===== src/rtl/alu_packet_parser.sv =====
// Receive framer: decodes [opcode, rsvd, len_lo, len_hi, payload] byte packets into ALU operand beats.
// Latency 1 from the completing byte to m_valid_o; in PAYLOAD, s_axis stalls only while a beat waits on m_ready_i.
module alu_packet_parser #(
  parameter int          DATA_WIDTH_P = 8,
  parameter int          OPERAND_W_P  = 32,
  parameter logic [7:0]  OP_ECHO_P    = 8'hEC,
  parameter logic [7:0]  OP_ADD_P     = 8'hA8,
  parameter logic [7:0]  OP_MUL_P     = 8'hAD,
  parameter logic [7:0]  OP_DIV_P     = 8'hAE
) (
  input  logic                     clk,
  input  logic                     rst,
  input  logic [DATA_WIDTH_P-1:0]  s_axis_tdata,
  input  logic                     s_axis_tvalid,
  output logic                     s_axis_tready,
  output logic [7:0]               m_opcode_o,
  output logic [OPERAND_W_P-1:0]   m_operand_o,
  output logic                     m_valid_o,
  input  logic                     m_ready_i,
  output logic                     m_first_o,
  output logic                     m_last_o,
  output logic                     bad_opcode_o,
  output logic                     len_error_o
);

  typedef enum logic [2:0] {
    ST_OPCODE, ST_RSVD, ST_LEN_LO, ST_LEN_HI, ST_PAYLOAD, ST_DRAIN
  } state_t;

  state_t                          state_q, state_d;
  logic [7:0]                      hdr_op_q, hdr_op_d;
  logic [7:0]                      len_lo_q, len_lo_d;
  logic [15:0]                     cnt_q, cnt_d;
  logic [OPERAND_W_P-9:0]          acc_q, acc_d;
  logic [1:0]                      idx_q, idx_d;
  logic                            first_q, first_d;
  logic                            m_valid_q, m_valid_d;
  logic [7:0]                      m_opcode_q, m_opcode_d;
  logic [OPERAND_W_P-1:0]          m_operand_q, m_operand_d;
  logic                            m_first_q, m_first_d;
  logic                            m_last_q, m_last_d;
  logic                            bad_q, bad_d;
  logic                            len_err_q, len_err_d;

  logic [15:0] len;
  logic        is_echo, is_arith, len_bad, accept, beat_ld;
  logic [OPERAND_W_P-1:0] beat_val;

  assign len      = {s_axis_tdata, len_lo_q};
  assign is_echo  = (hdr_op_q == OP_ECHO_P);
  assign is_arith = (hdr_op_q == OP_ADD_P) || (hdr_op_q == OP_MUL_P) || (hdr_op_q == OP_DIV_P);
  // Header length includes the 4 header bytes; arith payloads need at least two whole operands.
  assign len_bad  = (len < 16'd4) || (is_arith && ((len < 16'd12) || (len[1:0] != 2'b00)));
  assign s_axis_tready = (state_q == ST_PAYLOAD) ? (!m_valid_q || m_ready_i) : 1'b1;
  assign accept   = s_axis_tvalid && s_axis_tready;

  always_comb begin
    state_d     = state_q;
    hdr_op_d    = hdr_op_q;
    len_lo_d    = len_lo_q;
    cnt_d       = cnt_q;
    acc_d       = acc_q;
    idx_d       = idx_q;
    first_d     = first_q;
    m_valid_d   = m_valid_q && !m_ready_i;
    m_opcode_d  = m_opcode_q;
    m_operand_d = m_operand_q;
    m_first_d   = m_first_q;
    m_last_d    = m_last_q;
    bad_d       = 1'b0;
    len_err_d   = 1'b0;
    beat_ld     = 1'b0;
    beat_val    = '0;

    case (state_q)
      ST_OPCODE: if (accept) begin
        hdr_op_d = s_axis_tdata;
        state_d  = ST_RSVD;
      end
      ST_RSVD: if (accept) state_d = ST_LEN_LO;
      ST_LEN_LO: if (accept) begin
        len_lo_d = s_axis_tdata;
        state_d  = ST_LEN_HI;
      end
      ST_LEN_HI: if (accept) begin
        cnt_d   = (len > 16'd4) ? (len - 16'd4) : 16'd0;
        idx_d   = 2'd0;
        first_d = 1'b1;
        if (!is_echo && !is_arith) begin
          bad_d   = 1'b1;
          state_d = (len > 16'd4) ? ST_DRAIN : ST_OPCODE;
        end else if (len_bad) begin
          len_err_d = 1'b1;
          state_d   = (len > 16'd4) ? ST_DRAIN : ST_OPCODE;
        end else if (len == 16'd4) begin
          state_d = ST_OPCODE;
        end else begin
          state_d = ST_PAYLOAD;
        end
      end
      ST_PAYLOAD: if (accept) begin
        cnt_d = cnt_q - 16'd1;
        if (is_echo) begin
          beat_ld  = 1'b1;
          beat_val = {{(OPERAND_W_P-DATA_WIDTH_P){1'b0}}, s_axis_tdata};
        end else if (idx_q == 2'd3) begin
          beat_ld  = 1'b1;
          beat_val = {s_axis_tdata, acc_q};
        end else begin
          case (idx_q)
            2'd0:    acc_d[7:0]   = s_axis_tdata;
            2'd1:    acc_d[15:8]  = s_axis_tdata;
            default: acc_d[23:16] = s_axis_tdata;
          endcase
        end
        idx_d = idx_q + 2'd1;
        if (cnt_q == 16'd1) state_d = ST_OPCODE;
      end
      ST_DRAIN: if (accept) begin
        cnt_d = cnt_q - 16'd1;
        if (cnt_q == 16'd1) state_d = ST_OPCODE;
      end
      default: state_d = ST_OPCODE;
    endcase

    if (beat_ld) begin
      m_valid_d   = 1'b1;
      m_opcode_d  = hdr_op_q;
      m_operand_d = beat_val;
      m_first_d   = first_q;
      m_last_d    = (cnt_q == 16'd1);
      first_d     = 1'b0;
    end
  end

  always_ff @(posedge clk or posedge rst) begin
    if (rst) begin
      state_q     <= ST_OPCODE;
      hdr_op_q    <= '0;
      len_lo_q    <= '0;
      cnt_q       <= '0;
      acc_q       <= '0;
      idx_q       <= '0;
      first_q     <= 1'b0;
      m_valid_q   <= 1'b0;
      m_opcode_q  <= '0;
      m_operand_q <= '0;
      m_first_q   <= 1'b0;
      m_last_q    <= 1'b0;
      bad_q       <= 1'b0;
      len_err_q   <= 1'b0;
    end else begin
      state_q     <= state_d;
      hdr_op_q    <= hdr_op_d;
      len_lo_q    <= len_lo_d;
      cnt_q       <= cnt_d;
      acc_q       <= acc_d;
      idx_q       <= idx_d;
      first_q     <= first_d;
      m_valid_q   <= m_valid_d;
      m_opcode_q  <= m_opcode_d;
      m_operand_q <= m_operand_d;
      m_first_q   <= m_first_d;
      m_last_q    <= m_last_d;
      bad_q       <= bad_d;
      len_err_q   <= len_err_d;
    end
  end

  assign m_valid_o    = m_valid_q;
  assign m_opcode_o   = m_opcode_q;
  assign m_operand_o  = m_operand_q;
  assign m_first_o    = m_first_q;
  assign m_last_o     = m_last_q;
  assign bad_opcode_o = bad_q;
  assign len_error_o  = len_err_q;

endmodule

===== config.mk =====
export PLATFORM = sky130hd
export DESIGN_NAME = alu_packet_parser
export DESIGN_NICKNAME = d
export VERILOG_FILES = /design/src/rtl/alu_packet_parser.sv
export SDC_FILE = /design/constraint.sdc
export NUM_CORES = 1
export LEC_CHECK = 0
export BUFFER_PORTS_ARGS = -buffer_cell sky130_fd_sc_hd__buf_2
export CAP_MARGIN = 0
export CORE_ASPECT_RATIO = 2
export CORE_UTILIZATION = 30
export CTS_BUF_LIST = sky130_fd_sc_hd__clkbuf_16
export DETAILED_ROUTE_END_ITERATION = 8
export GPL_TIMING_DRIVEN = 0
export PLACE_DENSITY = 0.6
export SLEW_MARGIN = 30
export SYNTH_ARGS = -nofsm -noshare
export SYNTH_HDL_FRONTEND = slang
export SYNTH_SLANG_ARGS = --single-unit

===== constraint.sdc =====
create_clock -name clk -period 2.86 [get_ports clk]
set_clock_uncertainty 0.05 [all_clocks]
set_input_delay 0.143 -clock clk [delete_from_list [all_inputs] [get_ports clk]]
set_output_delay 0.143 -clock clk [all_outputs]
set_load 0.1 [all_outputs]

Word level (Yosys, flattened, before mapping)
Cells that the tools add are included.
{"block": "word_totals", "inputBits": 12, "register_bits": 107, "out_inout_bits": 46}
{"block": "classes", "n_eq_ne": 20, "n_addsub": 3, "n_reduce_logical": 31, "bitwise": 3, "n_mux": 38, "order_cmp": 3}
{"operator": "32-bit two-way mux", "count": 4}
{"operator": "16-bit two-way mux", "count": 3}
{"operator": "8-bit equality test (second input constant)", "count": 4}
{"operator": "16-bit case mux with 2 select lines", "count": 1}
{"operator": "3-bit two-way mux", "count": 10}
{"operator": "16-bit by 1-bit equality test with 1-bit output (second input constant)", "count": 1}
{"operator": "16-bit by 3-bit equality test with 1-bit output (second input constant)", "count": 1}
{"operator": "16-bit by 3-bit greater-than comparator with 1-bit output (second input constant)", "count": 1}
{"operator": "16-bit by 3-bit < comparator with 1-bit output (second input constant)", "count": 1}
{"operator": "16-bit by 4-bit < comparator with 1-bit output (second input constant)", "count": 1}
{"operator": "1-bit two-way mux", "count": 16}
{"operator": "16-bit by 1-bit subtractor with 16-bit output (second input constant)", "count": 1}
{"operator": "16-bit by 3-bit subtractor with 16-bit output (second input constant)", "count": 1}
{"operator": "3-bit case mux with 5 select lines", "count": 1}
{"operator": "5-bit AND reduction", "count": 3}
{"operator": "2-bit inequality test (second input constant)", "count": 5}
{"operator": "2-bit nonzero test", "count": 5}
{"operator": "3-bit by 2-bit equality test with 1-bit output (second input constant)", "count": 2}
{"operator": "3-bit equality test (second input constant)", "count": 2}
{"operator": "2-bit AND reduction", "count": 3}
{"operator": "3-bit AND reduction", "count": 2}
{"operator": "6-bit AND reduction", "count": 1}
{"operator": "1-bit logical OR", "count": 5}
{"operator": "1-bit logical AND", "count": 4}
{"operator": "12 further kinds", "count": 20}

Logic depth before layout (Yosys ltp)
Gate-level depths: netlist of run 1.
{"block": "depth", "word_depth": 9, "depth_mapped": 9, "ltp_nobuf": 7}

Worst setup path before layout of run 1
No wires, ideal clock.
{"block": "synth_timing", "path_kind": "register to register", "startpoint": "reg m_valid_q (netlist: m_valid_o)", "endpoint": "reg acc_q[0]", "path_buffers": 0, "path_stages_with_launch": 6, "slack_ns": 0.554, "arrival_ns": 2.131, "cell_sequence": "dfrtp_1 -> nand2b_1 -> or3b_4 -> nor3_4 -> nand2_4 -> mux2_4"}
{"block": "synth_via", "elab_chain_cells": 5}
{"item": "start: declaration", "line": "37", "rtl": "logic m_valid_q, m_valid_d;"}
{"item": "start signal: assignment", "line": "160", "rtl": "m_valid_q <= m_valid_d;"}
{"item": "1-bit zero test", "line": "54", "rtl": "assign s_axis_tready = (state_q == ST_PAYLOAD) ? (!m_valid_q || m_ready_i) : 1'b1;"}
{"item": "1-bit logical OR", "line": "54"}
{"item": "1-bit two-way mux", "line": "54"}
{"item": "1-bit logical AND", "line": "55", "rtl": "assign accept = s_axis_tvalid && s_axis_tready;"}
{"item": "5-bit AND reduction (no line)"}
{"item": "end signal: assignment", "line": "142", "rtl": "acc_q <= '0;"}
{"item": "end signal: assignment", "line": "157", "rtl": "acc_q <= acc_d;"}
{"item": "end: declaration", "line": "34", "rtl": "logic [OPERAND_W_P-9:0] acc_q, acc_d;"}
Every way passes these cells.
A chain may end at the register's enable or synchronous reset.

Worst setup path in the final report of run 1
{"block": "layout_timing", "startpoint": "reg state_q[0]", "endpoint": "reg cnt_q[15]"}
{"block": "layout_via", "elab_chain_cells": 5}
{"item": "start: declaration", "line": "30", "rtl": "state_t state_q, state_d;"}
{"item": "start signal: assignment", "line": "153", "rtl": "state_q <= state_d;"}
{"item": "3-bit equality test", "line": "54, 75"}
{"item": "1-bit two-way mux", "line": "54"}
{"item": "1-bit logical AND", "line": "55"}
{"item": "2-bit inequality test (no line) / 2-bit by 1-bit inequality test with 1-bit output (equally long branches)"}
{"item": "3-bit AND reduction (no line)"}
{"item": "end signal: assignment", "line": "156", "rtl": "cnt_q <= cnt_d;"}
{"item": "end: declaration", "line": "33", "rtl": "logic [15:0] cnt_q, cnt_d;"}
Several ways; a longest one is shown, not always the timed one.

==> flow_metrics.tcl, run 1 <==
set metrics [dict create \
    status "finished clean" \
    cap_viol_max_count 0 \
    synthAdderAreaFrac_pct 2.03 \
    rsz0062_at_grt "false" \
    hold-worst-slack_ns 0.0621 \
    crit_chain "nand2_1 -> nor3b_1 -> nor2_1 -> buf_2 -> o21ai_0 -> o211ai_1" \
    fin_crit_sh_pct 86.5 \
    grt_max_degree 29 \
    synth.avg_cell_area_um2 11.1 \
    grt_use_met2_pct 28.4 \
    slew_headroom_pct 38.3 \
    syn_area_um2 4920 \
    r2r_end "cnt_q[15]" \
    clk_latency_ns 0.35 \
    power_leakage_nw 2.73 \
    power-per-cell-area_nw_per_um2 1090 \
    first_global_vias 3789 \
    pwr-share-seq_pct 38.5 \
    switching_power_w 0.00283 \
    final_antenna_net_count 0 \
    dp_hpwl_um 9440 \
    port_buffers 52 \
    yosys_register_bits 107 \
    num_rows 65 \
    r2r_start "state_q[0]" \
    drive_gt1_share_pct 26.6 \
    crit_arrival_ns 2.65 \
    die-width_um 92.6 \
    worstSetupPathType "reg2reg" \
    synth-edff-count 0 \
    dieHeight_um 183 \
    p_int_w 0.00353 \
    async_reset_ff_share_pct 100 \
    setup_violations 0 \
    totalWireLength_um 12500 \
    h-tree-depth 3 \
    clock-root-buffer "clkbuf_16" \
    synthesis.nets 463 \
    min_path_cells 3 \
    fmax_mhz 404 \
    hold_path_end "m_valid_o" \
    nets 531 \
    power_frac_comb_pct 41.1 \
    clkSinkCount 107 \
    clk_pin_slew_worst_paths_ns 0.07 \
    final_cell_mix "dfrtp_1 (107), buf_2 (63), nand2_1 (48)" \
    synth_ff_type "dfrtp_1" \
    worst_pin_slew_ns 0.924 \
    grt_use_met1_pct 16.4 \
    n_antenna_cell 0 \
    grt_usage_pct 15.4 \
    synth_top_family_by_area "simple AND/OR/NAND/NOR gates" \
    start_kind "flip-flop" \
    antenna_found_initial 0 \
    timing.final.max_slew_violations 0 \
    min_from "m_ready_i" \
    synthCells 443 \
    critPathSlowestCell "nor3b_1" \
    r2r_slack_ns 0.39 \
    synth_xor_area_share_pct 2.31 \
    final_common_cell "dfrtp_1" \
    cts_tree "yes" \
    dieArea_um2 17000 \
    netSwitchingFraction_pct 44.5 \
    grt_pass1_wl_um 20000 \
    wl_per_cell_um 17.4 \
    end_kind "flip-flop" \
    via_per_inst 5.20 \
    p_clk_share_pct 20.4 \
    ctsResizeCount 0 \
    place.gp.congestion 0.835 \
    path_max_fanout 10 \
    grt_overflow 0 \
    cp_slowest_stage_delay_ns 0.77 \
    coreArea_um2 15900 \
    drc 0 \
    met3_usage_pct 2.45 \
    layout_min_cycle_time_ns 2.47 \
    irDropWorstVdd_v 0.000597 \
    hold_class "in2reg" \
    initial_core_util_pct 30.9 \
    required_ns 3.03 \
    tns_ns 0 \
    synthMuxAreaShare_pct 8.77 \
    synth_compound_area_share_pct 12.9 \
    vias 3726 \
    post_dp_cell_area_um2 5530 \
    ys_types 56 \
    ys_seq_area_share_pct 54.4 \
    reg2reg_depth 6 \
    gr-max-usage-layer "met2" \
    drt_iter0_drc 299 \
    first_pass_iters 6 \
    hold_viol 0 \
    pin_count 58 \
    cts_max_path_buffers 2 \
    cts_made_buffers 9 \
    final.fill_count 1644 \
    final_area_um2 5850 \
    yosys.area_share.simple_pct 16.7 \
    ys_warn_count 0 \
    area_growth_pct 18.9 \
]
[power by group through the flow]
stage | logic (W) | clock network [W] | registers, W
after floorplan | 0.00118 | 0 | 0.00334
after global placement | 0.00256 | 0 | 0.00244
after detailed placement | 0.00262 | 0 | 0.00247
after CTS | 0.00263 | 0.00133 | 0.00244
after global routing | 0.00279 | 0.00139 | 0.00252
final | 0.00261 | 0.00130 | 0.00245
[cells by family (layout without fill, tap and decap cells)]
family                     after synthesis  after routing
xor gates and xnor gates                13             13
buffers and inverters                   31            104
and+or+nand+nor                        154            154
muxes                                   38             38
adders and majority gates                8              8
AOI/OAI and AO/OA                       92             92
DFF                                    107            107
[worst max-delay path: cells and delay by family (launching register included)]
family | cells | cell delay (ns)
AND/OR/NAND/NOR | 3 | 1.26
flip-flops | 1 | 0.42
AO/OA/AOI/OAI | 2 | 0.32
buffers and inverters | 1 | 0.29
[cell type report]
cell class | count | area [µm²] | area share (%)
sequential | 107 | 2680 | 45.8
multi-input combinational | 305 | 2100 | 36.0
timing repair buffer | 57 | 365 | 6.24
tap | 201 | 251 | 4.30
clock buffer | 9 | 225 | 3.85
buffer | 23 | 111 | 1.90
clock inverter | 7 | 82.6 | 1.41
inverter | 8 | 33.8 | 0.577
[state kept, by name, indices dropped and copies added, names as in the netlist, 2 cells and up]
register,cells
acc_q,24
idx_q,2
len_lo_q,8
cnt_q,16
state_q,3
hdr_op_q,8
m_opcode_o,8
m_operand_o,32
[through the flow]
| stage | std cells | utilization [%] | total power (W) | setup WS (ns) |
|---|---|---|---|---|
| 6_report | 717 | 36.7 | 0.00636 | 0.385 |
| 2_1_floorplan | 443 | - | 0.00452 | 0.554 |
| 4_1_cts | 717 | 36.7 | 0.00640 | 0.391 |
| 3_5_place_dp | 700 | 34.7 | 0.00509 | 0.403 |
| 3_3_place_gp | 696 | 34.1 | 0.00500 | 0.443 |
| 5_1_grt | 717 | 36.7 | 0.00670 | 0.118 |
[worst max path at each step]
stage,from,end,slack [ns],cells past startpoint
CTS,state_q[0],cnt_q[15],0.39,6
global placement,state_q[2],cnt_q[4],0.44,6
detailed placement,state_q[0],cnt_q[2],0.40,6
finish,state_q[0],cnt_q[15],0.39,6
global route,state_q[0],cnt_q[6],0.12,6
floorplan,m_valid_o,acc_q[0],0.55,5
[cell usage after synthesis (4+ instances only)]
| library cell | count | area share (%) |
|---|---|---|
| dfrtp_1 | 107 | 54 |
| nand2_1 | 48 | 3.7 |
| mux2_2 | 37 | 8.5 |
| nor2_1 | 36 | 2.7 |
| a22o_1 | 24 | 4.3 |
| o21ai_0 | 17 | 1.7 |
| a21oi_1 | 15 | 1.5 |
| buf_2 | 11 | 1.1 |
| o22ai_1 | 11 | 1.4 |
| nand3_1 | 10 | 1.0 |
| clkbuf_1 | 9 | 0.69 |
| ha_1 | 8 | 2.0 |
| inv_1 | 8 | 0.61 |
| nor3_1 | 8 | 0.81 |
| nor3b_1 | 8 | 1.2 |
| o211ai_1 | 8 | 1.2 |
| xor2_1 | 8 | 1.4 |
| nand2b_1 | 6 | 0.76 |
| o221ai_1 | 6 | 1.1 |
| xnor2_1 | 5 | 0.89 |
| nor2b_1 | 4 | 0.51 |
[repair_timing]
item | in CTS | in global routing
hold buffers | 1 | 0
endpoints found under the setup margin | 0 | 0
buffers inserted | 0 | 0
hold endpoints to repair | 14 | 0
[layer usage]
layer	up-vias	routed length (µm)	part of all wire (%)
met1	1903	4630	37
met3	25	430	3.4
met2	73	6890	55
met4	0	544	4.4
li1	1725	-	-
met5	-	0	0
Power figures use the tool's default switching activity.
==> inputs of run 2 (changes only) <==
--- a/config.mk
+++ b/config.mk
@@ -13,6 +13,7 @@
 export DETAILED_ROUTE_END_ITERATION = 8
 export GPL_TIMING_DRIVEN = 0
 export PLACE_DENSITY = 0.6
+export RECOVER_POWER = 50
 export SLEW_MARGIN = 30
 export SYNTH_ARGS = -nofsm -noshare
 export SYNTH_HDL_FRONTEND = slang
==> run 2 against run 1 <==
Against the previous run:
- non-clock buffer count unchanged
- critical path depth unchanged
- cell area decreased by 2.0%
- global-route usage unchanged
- fmax increased by 0.37%
- utilization decreased by 0.74 points
- first-iteration DRC count decreased by 5.4%
- flip-flop and latch count unchanged
- wire length increased by 0.68%
- critical endpoint unchanged
- highest routed layer unchanged
==> flow_metrics.tcl, run 2 (same netlist as run 1, synthesis figures left out) <==
set metrics [dict create \
    dp_hpwl_um 9440 \
    clk_latency_ns 0.35 \
    clock-root-buffer "clkbuf_16" \
    postCtsSetupRepairBufs 0 \
    grt_usage_pct 15.4 \
    first_pass_iters 6 \
    grt_overflow 0 \
    final_area_um2 5730 \
    fmax_mhz 406 \
    required_ns 3.03 \
    clkSinkCount 107 \
    cap_viol_max_count 0 \
    timing.final.max_slew_violations 0 \
    final_antenna_net_count 0 \
    nets 531 \
    antenna_found_initial 0 \
    initial_core_util_pct 30.9 \
    place.gp.congestion 0.835 \
    status "finished clean" \
    cts_max_path_buffers 2 \
    largest_reg_flops 32 \
    coreArea_um2 15900 \
    end_kind "flip-flop" \
    cts_made_buffers 9 \
    crit_arrival_ns 2.64 \
    drc 0 \
    slew_headroom_pct 14.8 \
    final_cell_mix "dfrtp_1 (107), clkbuf_1 (55), nand2_1 (48)" \
    post_dp_cell_area_um2 5530 \
    fin_crit_sh_pct 86.2 \
    multiInputGateArea_um2 2100 \
    final_util_pct 36.0 \
    via_per_inst 5.20 \
    dieArea_um2 17000 \
    drive_gt1_share_pct 17.6 \
    layout_min_cycle_time_ns 2.47 \
    h-tree-depth 3 \
    irDropWorstVdd_v 0.000595 \
    worstSetupPathType "reg2reg" \
    cts_tree "yes" \
    num_rows 65 \
    vias 3725 \
    rsz0062_at_grt "false" \
    hold_class "in2reg" \
    seq_area_um2 2680 \
    wl_per_cell_um 17.5 \
    worst_pin_slew_ns 1.28 \
    clk_pin_slew_worst_paths_ns 0.07 \
    drt_iter0_drc 283 \
    dieHeight_um 183 \
    setup_violations 0 \
    timing.final.ws_setup_ns 0.394 \
    first_global_vias 3789 \
    final_common_cell "dfrtp_1" \
    totalWireLength_um 12600 \
    power_leakage_nw 2.52 \
    pin_count 58 \
    grt_max_degree 29 \
    die-width_um 92.6 \
    hold_viol 0 \
    final.fill_count 1675 \
    r2r_slack_ns 0.39 \
    path_max_fanout 10 \
    place_ws_ns 0.403 \
    area_growth_pct 16.5 \
    tns_ns 0 \
    start_kind "flip-flop" \
    port_buffers 52 \
    grt_pass1_wl_um 20000 \
    n_antenna_cell 0 \
    power-per-cell-area_nw_per_um2 1100 \
]
## run 2: through the flow
step | cells | power (W) | hold slack (ns)
after detailed placement | 700 | 0.00509 | 0.127
after floorplan | 443 | 0.00452 | 0.284
after CTS | 717 | 0.00640 | 0.0573
final | 717 | 0.00632 | 0.0644
after global placement | 696 | 0.00500 | 0.411
after global routing | 717 | 0.00665 | 0.0873
## run 2: worst max-delay path: stages, from the launching register on
cell and delay, ns:
dfrtp_1 0.42, nand2_1 0.11, nor3b_1 0.76, nor2_1 0.38, buf_2 0.29, o21ai_0 0.22, o211ai_1 0.11
## run 2: final timing paths
| kind | cells past startpoint | to | startpoint |
|---|---|---|---|
| min in group asynchronous | 3 | m_operand_o[16] | rst |
| max in group asynchronous | 6 | m_opcode_o[4] | rst |
| setup reg to reg | 6 | cnt_q[15] | state_q[0] |
| hold / removal | 3 | m_valid_o | m_ready_i |
| setup / recovery | 6 | cnt_q[15] | state_q[0] |
| hold reg to reg | 2 | m_first_o | first_q |
## run 2: layout make-up
cell class | count | area share (%)
Clock inverter | 7 | 1.44
Buffer | 23 | 1.94
Clock buffer | 9 | 3.93
Sequential cell | 107 | 46.7
Inverter | 8 | 0.545
Tap cell | 201 | 4.39
Timing Repair Buffer | 57 | 4.36
Multi-Input combinational cell | 305 | 36.7
## run 2: metal layers
layer,track usage [%],vias up,part of all wire [%]
met2,28.4,96,55
met3,2.45,23,3.5
met1,16.4,1885,37
met4,8.38,0,4.3
met5,0,-,0
li1,-,1721,-
## run 2: power by group
| group | switching [W] | internal, W | total [W] |
|---|---|---|---|
| Clock | 0.000605 | 0.000697 | 0.00130 |
| Sequential | 0.000418 | 0.00204 | 0.00245 |
| Combinational | 0.00182 | 0.000749 | 0.00256 |
## run 2: timing repair
action,in CTS,in global routing
resized for setup,0,0
hold endpoints to repair,14,0
hold buffers,1,0
